File: src/rtl/shift_register_universal_framed.sv
// Universal shift register (hold / shift either way / parallel load / clear)
// with a bit counter that detects complete WIDTH-bit frames and publishes
// each one on a registered frame output with a one-cycle valid strobe.
module shift_register_universal_framed #(
  parameter int unsigned  WIDTH = 8,
  localparam int unsigned CNT_W = $clog2(WIDTH)
) (
  input  logic             CLK,
  input  logic             RST,
  input  logic [1:0]       Mode,
  input  logic             Dir,
  input  logic             Serial_IN,
  input  logic [WIDTH-1:0] Parallel_IN,
  output logic [WIDTH-1:0] OUT,
  output logic             Serial_OUT,
  output logic [WIDTH-1:0] Frame_OUT,
  output logic             Frame_Valid,
  output logic [CNT_W-1:0] Bit_Count
);

  localparam logic [1:0] MODE_HOLD  = 2'b00;
  localparam logic [1:0] MODE_SHIFT = 2'b01;
  localparam logic [1:0] MODE_LOAD  = 2'b10;
  localparam logic [1:0] MODE_CLEAR = 2'b11;

  // Count value of the shift that completes a frame; also bounds the counter
  // for non-power-of-two widths.
  localparam logic [CNT_W-1:0] LAST_BIT = CNT_W'(WIDTH - 1);

  logic [WIDTH-1:0] out_next;
  logic [CNT_W-1:0] cnt_next;
  logic             frame_done;

  // Next register contents, bit count and frame-completion flag per mode.
  always_comb begin
    out_next   = OUT;
    cnt_next   = Bit_Count;
    frame_done = 1'b0;
    case (Mode)
      MODE_HOLD: begin
        out_next = OUT;
      end
      MODE_SHIFT: begin
        if (Dir) begin
          out_next = {Serial_IN, OUT[WIDTH-1:1]};
        end else begin
          out_next = {OUT[WIDTH-2:0], Serial_IN};
        end
        if (Bit_Count == LAST_BIT) begin
          cnt_next   = '0;
          frame_done = 1'b1;
        end else begin
          cnt_next = Bit_Count + CNT_W'(1);
        end
      end
      MODE_LOAD: begin
        out_next = Parallel_IN;
        cnt_next = '0;
      end
      MODE_CLEAR: begin
        out_next = '0;
        cnt_next = '0;
      end
      default: begin
        out_next = OUT;
      end
    endcase
  end

  // State update; a completed frame is captured on the same edge as the final shift.
  always_ff @(posedge CLK) begin
    if (RST) begin
      OUT         <= '0;
      Bit_Count   <= '0;
      Frame_OUT   <= '0;
      Frame_Valid <= 1'b0;
    end else begin
      OUT         <= out_next;
      Bit_Count   <= cnt_next;
      Frame_Valid <= frame_done;
      if (frame_done) begin
        Frame_OUT <= out_next;
      end
    end
  end

  // Bit that leaves on the next shift in the currently selected direction.
  assign Serial_OUT = Dir ? OUT[0] : OUT[WIDTH-1];

endmodule

File: config.mk
export PLATFORM = sky130hd
export DESIGN_NAME = shift_register_universal_framed
export DESIGN_NICKNAME = d
export VERILOG_FILES = /design/src/rtl/shift_register_universal_framed.sv
export SDC_FILE = /design/constraint.sdc
export NUM_CORES = 1
export LEC_CHECK = 0
export BUFFER_PORTS_ARGS = -buffer_cell sky130_fd_sc_hd__buf_2
export CORE_MARGIN = 2
export CORE_UTILIZATION = 40
export CTS_CLUSTER_SIZE = 12
export DETAILED_ROUTE_END_ITERATION = 12
export GPL_ROUTABILITY_DRIVEN = 0
export HOLD_SLACK_MARGIN = 0.06
export PLACE_DENSITY = 0.71
export SLEW_MARGIN = 0
export SYNTH_ARGS = -nofsm -noshare
export SYNTH_HDL_FRONTEND = slang
export SYNTH_SLANG_ARGS = --single-unit
export TNS_END_PERCENT = 1
File: constraint.sdc
create_clock -name CLK -period 1.6 [get_ports CLK]
set_input_delay 0.24 -clock CLK [delete_from_list [all_inputs] [get_ports CLK]]
set_output_delay 0.24 -clock CLK [all_outputs]
set_load 0.02 [all_outputs]
==> results of run 1 <==
==> cell usage after synthesis <==
cell / count / area, µm²
nor3b_1: 1 / 7.51
nor3_1: 4 / 20.0
a21oi_1: 1 / 5.00
nand2_1: 1 / 3.75
mux2i_1: 18 / 180
clkbuf_1: 2 / 7.51
or2_2: 1 / 6.26
a211oi_1: 8 / 60.1
buf_4: 1 / 7.51
mux2_2: 1 / 11.3
buf_6: 3 / 33.8
or3_1: 1 / 6.26
o22ai_1: 8 / 50.1
dfxtp_1: 20 / 400
ha_1: 2 / 25.0
buf_2: 2 / 10.0
inv_2: 1 / 3.75
and3b_1: 1 / 8.76
nor2_1: 8 / 30.0
==> state kept, by name, summed over array words and instances, names as in the netlist <==
register     count
Bit_Count        3
Frame_OUT        8
Frame_Valid      1
OUT              8
==> timing repair <==
item	CTS	global route
hold endpoints to repair	0	0
gates resized for setup	0	3
endpoints found under the setup margin	0	3
==> cell type report <==
type / count / area [µm²] / share of cell area
inverter: 1 / 3.75 / 0.00351
tap: 27 / 33.8 / 0.0316
sequential: 20 / 402 / 0.375
multi-input combinational: 55 / 419 / 0.392
clock buffer: 3 / 22.5 / 0.0211
timing repair buffer: 36 / 189 / 0.177
==> report_power, final <==
group	internal (mW)	leakage [nW]	switching [mW]
clock	0.0880	0.0138	0.149
combinational	0.0497	0.341	0.0667
sequential	0.509	0.163	0.0111
==> how the worst min path moves through the flow <==
| stage | startpoint | cells past startpoint | endpoint | slack, ns |
|---|---|---|---|---|
| 3_3_place_gp | Frame_OUT[4]$_SDFFE_PP0P_ | 2 | Frame_OUT[4]$_SDFFE_PP0P_ | 0.49 |
| 4_1_cts | Mode[1] | 2 | Frame_Valid$_SDFF_PP0_ | 0.18 |
| 6_report | Mode[1] | 2 | Frame_Valid$_SDFF_PP0_ | 0.18 |
| 3_5_place_dp | Frame_OUT[4]$_SDFFE_PP0P_ | 2 | Frame_OUT[4]$_SDFFE_PP0P_ | 0.49 |
| 2_1_floorplan | RST | 1 | Frame_OUT[0]$_SDFFE_PP0P_ | 0.31 |
| 5_1_grt | Mode[1] | 2 | Frame_Valid$_SDFF_PP0_ | 0.18 |
==> routing by layer <==
metal  track usage  part of all wire
met3        0.0526             0.061
met1         0.202              0.44
met2         0.283              0.50
met5             0                 0
met4        0.0405            0.0055
==> cells by family after synthesis <==
kind of cell             after synthesis  share of synthesized area
buffers and inverters                  9                     0.0713
multiplexers                          19                      0.218
adder cells (fa/ha/maj)                2                     0.0285
flip-flops                            20                      0.456
AO/OA/AOI/OAI                         17                      0.131
AND/OR/NAND/NOR                       17                     0.0942
==> placed cells by master, fill, tap and decap left out <==
| cell type | count |
|---|---|
| dfxtp_2 | 1 |
| buf_4 | 1 |
| inv_2 | 1 |
| buf_6 | 1 |
| ha_1 | 2 |
| or3_1 | 1 |
| dfxtp_1 | 19 |
| a211oi_1 | 7 |
| o22ai_1 | 8 |
| a21oi_1 | 1 |
| and3b_1 | 1 |
| buf_2 | 34 |
| nor2_1 | 8 |
| clkbuf_4 | 3 |
| a211oi_2 | 1 |
| or2_2 | 1 |
| nor3_1 | 4 |
| mux2i_1 | 18 |
| nand2_1 | 1 |
| mux2_2 | 1 |
| nor3b_1 | 1 |
==> worst reg2reg max path, cell delays in order (launching register included) <==
cell	delay (ns)
dfxtp_2	0.35
ha_1	0.21
ha_1	0.21
and3b_1	0.18
buf_6	0.15
a211oi_1	0.25
==> impl_metrics.toml, run 1 <==
[worst_setup_path]
critPathMaxStageDelay_ns = 0.35
critPathSlowestCell = "dfxtp_2"
crit_buf_inv = 1
cp_top_family = "adder cells"
worst-path-stages = 5
crit_path_start = "Bit_Count[0]$_SDFFE_PP0N_"
critPathLaunchType = "register"
cp-endpoint = "Frame_OUT[7]$_SDFFE_PP0P_"
rrSetupSlack_ns = 0.17
cp_data_required_time_ns = 1.81
worstReg2RegEnd = "Frame_OUT[7]$_SDFFE_PP0P_"
critPathMaxFanout = 16
crit_chain = "ha_1, ha_1, and3b_1, buf_6, a211oi_1"
path_common_cell = "ha_1"
critPathCaptureType = "register"
arrival_ns = 1.65
reg2reg_from = "Bit_Count[0]$_SDFFE_PP0N_"
rr_worst_depth = 5
crit_type = "reg -> reg"

[clock_network]
clk_latency_ns = 0.30
cts_tree = "yes"
cts_sinks = 20
cts_max_path_buffers = 2
ctsRootBufferMaster = "clkbuf_4"
cts_setup_buffers = 0
clkTransAtPathRegs_ns = 0.11
htreeDepth = 1
cts_hold_buf = 0
cts_made_buffers = 3

[cells_and_area]
drive_above_1_share = 0.383
final_core_util = 0.529
layoutNonFillerInstCount = 142
diodes = 0
nets = 133
area_delta_synth_final_pct = 22.0
final_area_um2 = 1070
num-fill-cells = 199

[floorplanning]
io_pins = 35
core_um2 = 2020
start_util = 0.434
dieArea_um2 = 2580
die_w_um = 50.8
fp.dieH_um = 50.8
row_count = 16

[power]
peakVddDrop_v = 0.000526
finalPower_mw = 0.873
powerDensity_nw_per_um2 = 816
cellLeakagePower_nw = 0.517

[timing]
skew_ns = 0.00634
fin_crit_sh = 0.896
slew_viol_final = 0
setup_viol = 0
rsz0062_at_grt = "no"
hold_viol = 0
fin_crit_ns = 1.43
setup-tns-final_ns = 0
worst_slack_ns = 0.166
tightest_slew_ns = 0.296
hold_slack_ns = 0.184
relSlewSlack = 0.797
max_freq_mhz = 697

[placed_design]
dp_hpwl_mm = 1.45
preCtsSetupSlack_ns = 0.153
postPlaceCellArea_um2 = 1040
io_buffers = 34
dp_cells = 139

[global_routing]
grt_max_degree = 17
antenna_found_initial = 0
grt_pass1_wl_mm = 3.22
track_usage = 0.166
grt_overflow = 0
grt_pass1_vias = 703

[logic_synthesis]
syn_inst = 84
yosysWarnings = 0
syn_nets = 100
yosys_register_bits = 20
synth.distinct_cells = 19
syn-cell-area_um2 = 877
postSynthAreaPerCell_um2 = 10.4
yosysSeqAreaShare = 0.456

[route]
vias = 743
first_pass_iters = 4
first_iter_violations = 2
via_per_inst = 5.23
finalWirelength_mm = 1.98
drc = 0
wire_per_inst_um = 14.0
ant_nets = 0

[hold_path]
holdCritPathClass = "in -> reg"

[status]
status = "completed"

[job]
cap_violations = 0
(Power assumes the default switching activity.)
==> inputs of run 2 (changes only) <==
--- a/config.mk
+++ b/config.mk
@@ -6,13 +6,15 @@
 export NUM_CORES = 1
 export LEC_CHECK = 0
 export BUFFER_PORTS_ARGS = -buffer_cell sky130_fd_sc_hd__buf_2
+export CELL_PAD_IN_SITES_DETAIL_PLACEMENT = 1
+export CELL_PAD_IN_SITES_GLOBAL_PLACEMENT = 1
 export CORE_MARGIN = 2
-export CORE_UTILIZATION = 40
+export CORE_UTILIZATION = 34
 export CTS_CLUSTER_SIZE = 12
 export DETAILED_ROUTE_END_ITERATION = 12
 export GPL_ROUTABILITY_DRIVEN = 0
 export HOLD_SLACK_MARGIN = 0.06
-export PLACE_DENSITY = 0.71
+export PLACE_DENSITY = 0.79
 export SLEW_MARGIN = 0
 export SYNTH_ARGS = -nofsm -noshare
 export SYNTH_HDL_FRONTEND = slang
==> run 2 against run 1 <==
Clock-buffer cell count is the same. Total power grew 22%. Sequential power is essentially flat. Global-route usage grew 0.64 points. Via count grew 1.6%. Register-to-register slack is essentially flat. Critical path type unchanged. Combinational power is essentially flat. Cell count grew 2.8%.
==> impl_metrics.toml, run 2 (synthesized netlist as in run 1, its figures left out) <==
[timing]
fin_crit_ns = 1.44
slew_viol_final = 0
setup-tns-final_ns = 0
skew_ns = 0.00911
max_freq_mhz = 697
tightest_slew_ns = 0.262
hold_viol = 0
relSlewSlack = 0.820
rsz0062_at_grt = "no"
setup_viol = 0
fin_crit_sh = 0.897

[worst_setup_path]
worstReg2RegEnd = "Frame_OUT[4]$_SDFFE_PP0P_"
rr_worst_depth = 6
cp_data_required_time_ns = 1.84
rrSetupSlack_ns = 0.16
crit_type = "reg -> reg"
critPathCaptureType = "register"
critPathLaunchType = "register"
arrival_ns = 1.68
critPathMaxFanout = 16
reg2reg_from = "Bit_Count[0]$_SDFFE_PP0N_"

[global_routing]
grt_pass1_wl_mm = 3.60
track_usage = 0.172
antenna_found_initial = 0
grt_max_degree = 17
grt_pass1_vias = 759
grt_overflow = 0

[cells_and_area]
num-fill-cells = 296
diodes = 0
final_common_cell = "buf_2"
area_delta_synth_final_pct = 25.1
drive_above_1_share = 0.371
nets = 133
final_cell_mix = "buf_2 (34), dfxtp_1 (20), mux2i_1 (18)"
reg_top3 = "Frame_OUT: 8 flops, OUT: 8 flops, Bit_Count: 3 flops"

[route]
drc = 0
routed-wl-met2_mm = 1.13
m1WireLength_um = 947
finalWirelength_mm = 2.23
via_per_inst = 5.17
first_iter_violations = 2
wire_per_inst_um = 15.3
wl_met3_um = 101
top_layer = "met4"
ant_nets = 0
vias = 755
first_pass_iters = 4

[hold_path]
hold_path_startpoint = "Parallel_IN[5]"
holdCritPathClass = "in -> reg"
whs_path_depth = 3
whs_endpoint = "OUT[5]$_SDFF_PP0_"

[placed_design]
dp_hpwl_mm = 1.75
io_buffers = 34

[clock_network]
clkTransAtPathRegs_ns = 0.13
cts_sinks = 20
cts_setup_buffers = 0
cts_max_path_buffers = 2
ctsRootBufferMaster = "clkbuf_4"
clk_latency_ns = 0.32
cts_tree = "yes"
ctsResizeCount = 0
htreeDepth = 1
cts_made_buffers = 3
cts_hold_buf = 0

[floorplanning]
dieArea_um2 = 3000
row_count = 18
start_util = 0.357
core_um2 = 2450
fp.dieH_um = 54.8
die_w_um = 54.8
io_pins = 35

[power]
cellLeakagePower_nw = 0.530
power_frac_clock = 0.402
powerDensity_nw_per_um2 = 971
seqPwrFrac = 0.489
combPwrFrac = 0.109
p_switching_mw = 0.253
peakVddDrop_v = 0.000584
finalPower_mw = 1.07
power_switching_share = 0.238
internal_power_mw = 0.812

[status]
status = "completed"

[job]
cap_violations = 0
-- run 2: metrics by stage --
step	util	area [µm²]	worst slack, ns	hold slack (ns)	cells
after global routing	0.447	1100	0.0162	0.211	146
after floorplan	-	877	0.0986	0.313	84
after detailed placement	0.424	1040	0.132	0.493	142
after CTS	0.445	1090	0.119	0.199	146
after global placement	0.424	1040	0.250	0.487	142
final	0.447	1100	0.165	0.203	146
-- run 2: routing by layer --
metal | global-route usage | up-vias
met5 | 0 | -
met4 | 0.104 | 0
met3 | 0.0246 | 5
met2 | 0.280 | 22
met1 | 0.212 | 356
li1 | - | 372
-- run 2: worst max-delay path by stage --
stage | startpoint | end | slack, ns | depth (start not counted)
6_report | Bit_Count[0]$_SDFFE_PP0N_ | Frame_OUT[4]$_SDFFE_PP0P_ | 0.16 | 6
3_3_place_gp | Bit_Count[0]$_SDFFE_PP0N_ | Frame_OUT[7]$_SDFFE_PP0P_ | 0.25 | 5
2_1_floorplan | Bit_Count[0]$_SDFFE_PP0N_ | Frame_OUT[6]$_SDFFE_PP0P_ | 0.1 | 7
3_5_place_dp | Bit_Count[0]$_SDFFE_PP0N_ | Frame_OUT[6]$_SDFFE_PP0P_ | 0.13 | 6
5_1_grt | Bit_Count[0]$_SDFFE_PP0N_ | Frame_OUT[2]$_SDFFE_PP0P_ | 0.02 | 6
4_1_cts | Bit_Count[0]$_SDFFE_PP0N_ | Frame_OUT[4]$_SDFFE_PP0P_ | 0.12 | 6
-- run 2: power groups by stage --
stage	sequential, mW	clock [mW]	combinational (mW)
global placement	0.531	0	0.113
floorplan	0.542	0	0.0650
CTS	0.521	0.437	0.118
finish	0.521	0.428	0.117
global route	0.522	0.452	0.127
detailed placement	0.532	0	0.117
-- run 2: critical path, stage by stage, from the launching register on --
cell and delay [ns]:
dfxtp_1 0.40, ha_1 0.17, ha_1 0.19, and3b_1 0.18, buf_6 0.16, nor2_1 0.05
a211oi_1 0.21
-- run 2: layout make-up --
| cell class | instances | area [µm²] | area share |
|---|---|---|---|
| sequential | 20 | 400 | 0.365 |
| clock inverter | 1 | 30.0 | 0.0274 |
| inverter | 1 | 3.75 | 0.00342 |
| tap | 30 | 37.5 | 0.0342 |
| multi-input combinational | 55 | 414 | 0.377 |
| clock buffer | 3 | 22.5 | 0.0205 |
| timing repair buffer | 36 | 189 | 0.172 |
==> inputs of run 3 (changes only) <==
--- a/config.mk
+++ b/config.mk
@@ -9,12 +9,12 @@
 export CELL_PAD_IN_SITES_DETAIL_PLACEMENT = 1
 export CELL_PAD_IN_SITES_GLOBAL_PLACEMENT = 1
 export CORE_MARGIN = 2
-export CORE_UTILIZATION = 34
+export CORE_UTILIZATION = 37
 export CTS_CLUSTER_SIZE = 12
 export DETAILED_ROUTE_END_ITERATION = 12
 export GPL_ROUTABILITY_DRIVEN = 0
 export HOLD_SLACK_MARGIN = 0.06
-export PLACE_DENSITY = 0.79
+export PLACE_DENSITY = 0.84
 export SLEW_MARGIN = 0
 export SYNTH_ARGS = -nofsm -noshare
 export SYNTH_HDL_FRONTEND = slang
==> constraint.sdc (replaced) <==
create_clock -name CLK -period 1.7 [get_ports CLK]
set_input_delay 0.255 -clock CLK [delete_from_list [all_inputs] [get_ports CLK]]
set_output_delay 0.255 -clock CLK [all_outputs]
set_load 0.02 [all_outputs]
==> run 3 against run 2 <==
Global-route usage rose by 0.41 points. Combinational power shrank 6%. Highest routed layer unchanged. Utilization grew 4.2 points. Hold slack got worse by 0.0043 ns. Sequential share of layout area grew 0.21 points. Largest cell class unchanged. Sequential power is 6.0% lower. Flip-flop and latch count did not move. Cell count is 1.4% lower. Clock power down 7.0%. Total power shrank 6.4%.
==> impl_metrics.toml, run 3 (synthesized netlist as in run 1, its figures left out) <==
[status]
status = "completed"

[timing]
relSlewSlack = 0.763
max_freq_mhz = 694
worst_slack_ns = 0.260
fin_crit_ns = 1.44
hold_slack_ns = 0.199
setup-tns-final_ns = 0
skew_ns = 0.00675
slew_viol_final = 0
fin_crit_sh = 0.847
tightest_slew_ns = 0.355
setup_viol = 0
rsz0062_at_grt = "no"
hold_viol = 0

[cells_and_area]
diodes = 0
final_common_cell = "buf_2"
reg_top3 = "Frame_OUT: 8 flops, OUT: 8 flops, Bit_Count: 3 flops"
layoutNonFillerInstCount = 144
final_area_um2 = 1090
final_cell_mix = "buf_2 (34), dfxtp_1 (20), mux2i_1 (18)"
drive_above_1_share = 0.371
multiInputGateArea_um2 = 414
num-fill-cells = 274
nets = 133
area_delta_synth_final_pct = 24.4
regArea_um2 = 400

[route]
finalWirelength_mm = 2.13
vias = 742
drc = 0
via_per_inst = 5.15
m1WireLength_um = 918
first_pass_iters = 2
routed-wl-met2_mm = 1.09
top_layer = "met4"
ant_nets = 0
wire_per_inst_um = 14.8
wl_met3_um = 93
first_iter_violations = 2

[worst_setup_path]
path_common_cell = "ha_1"
arrival_ns = 1.67
critPathLaunchType = "register"
critPathCaptureType = "register"
cp_top_family = "flip-flops"
critPathMaxFanout = 16
crit_type = "reg -> reg"
crit_buf_inv = 1
critPathSlowestCell = "dfxtp_1"
cp_data_required_time_ns = 1.93
critPathMaxStageDelay_ns = 0.39
crit_chain = "ha_1, ha_1, and3b_1, buf_4, nor2_1, a211oi_1"

[clock_network]
clk_latency_ns = 0.31
cts_tree = "yes"
htreeDepth = 1
ctsResizeCount = 0
cts_setup_buffers = 0
cts_hold_buf = 0
cts_sinks = 20
clkTransAtPathRegs_ns = 0.12
cts_max_path_buffers = 2
ctsRootBufferMaster = "clkbuf_4"
cts_made_buffers = 3

[global_routing]
antenna_found_initial = 0
grt_pass1_vias = 749
grt_overflow = 0
track_usage = 0.176
grt_pass1_wl_mm = 3.41
grt_max_degree = 17

[floorplanning]
start_util = 0.393
fp.dieH_um = 52.7
row_count = 17
die_w_um = 52.7
dieArea_um2 = 2780
io_pins = 35
core_um2 = 2230

[placed_design]
dp_hpwl_mm = 1.63
postPlaceCellArea_um2 = 1040
io_buffers = 34
preCtsSetupSlack_ns = 0.239
dp_cells = 140

[hold_path]
holdCritPathClass = "in -> reg"

[power]
cellLeakagePower_nw = 0.529
powerDensity_nw_per_um2 = 914
peakVddDrop_v = 0.000586

[job]
cap_violations = 0
==> run 3: cell types whose count changed in the layout (fill, tap and decap cells not counted) <==
cell   previous run  this run
buf_4             1         2
buf_6             1         0
==> run 3: final timing paths <==
path | startpoint | to | slack, ns | cells past startpoint
max | Bit_Count[0]$_SDFFE_PP0N_ | Frame_OUT[6]$_SDFFE_PP0P_ | 0.26 | 6
min | Parallel_IN[3] | OUT[3]$_SDFF_PP0_ | 0.20 | 3
max reg2reg | Bit_Count[0]$_SDFFE_PP0N_ | Frame_OUT[6]$_SDFFE_PP0P_ | 0.26 | 6
min reg2reg | Frame_OUT[3]$_SDFFE_PP0P_ | Frame_OUT[3]$_SDFFE_PP0P_ | 0.51 | 2
==> run 3: cell type report <==
class | count | share of cell area
clock inverter | 1 | 0.0275
multi-input combinational | 55 | 0.380
inverter | 1 | 0.00344
sequential | 20 | 0.367
tap | 28 | 0.0321
timing repair buffer | 36 | 0.170
clock buffer | 3 | 0.0206
==> run 3: worst register-to-register path: stages, from the launching register on <==
cell	delay, ns
dfxtp_1	0.39
ha_1	0.17
ha_1	0.17
and3b_1	0.16
buf_4	0.19
nor2_1	0.06
a211oi_1	0.23
==> run 3: where the power goes <==
group / internal, mW / switching [mW]
logic: 0.0467 / 0.0630
registers: 0.479 / 0.0110
clock network: 0.238 / 0.159
==> run 3: routing by layer <==
metal	vias to the layer above	track usage
li1	371	-
met1	348	0.200
met2	19	0.308
met3	4	0.0343
met4	0	0.0897
met5	-	0
==> run 3: stage by stage <==
step,utilization,power [mW]
6_report,0.489,0.997
5_1_grt,0.489,1.03
4_1_cts,0.489,1.00
3_5_place_dp,0.465,0.610
3_3_place_gp,0.465,0.606
2_1_floorplan,-,0.571
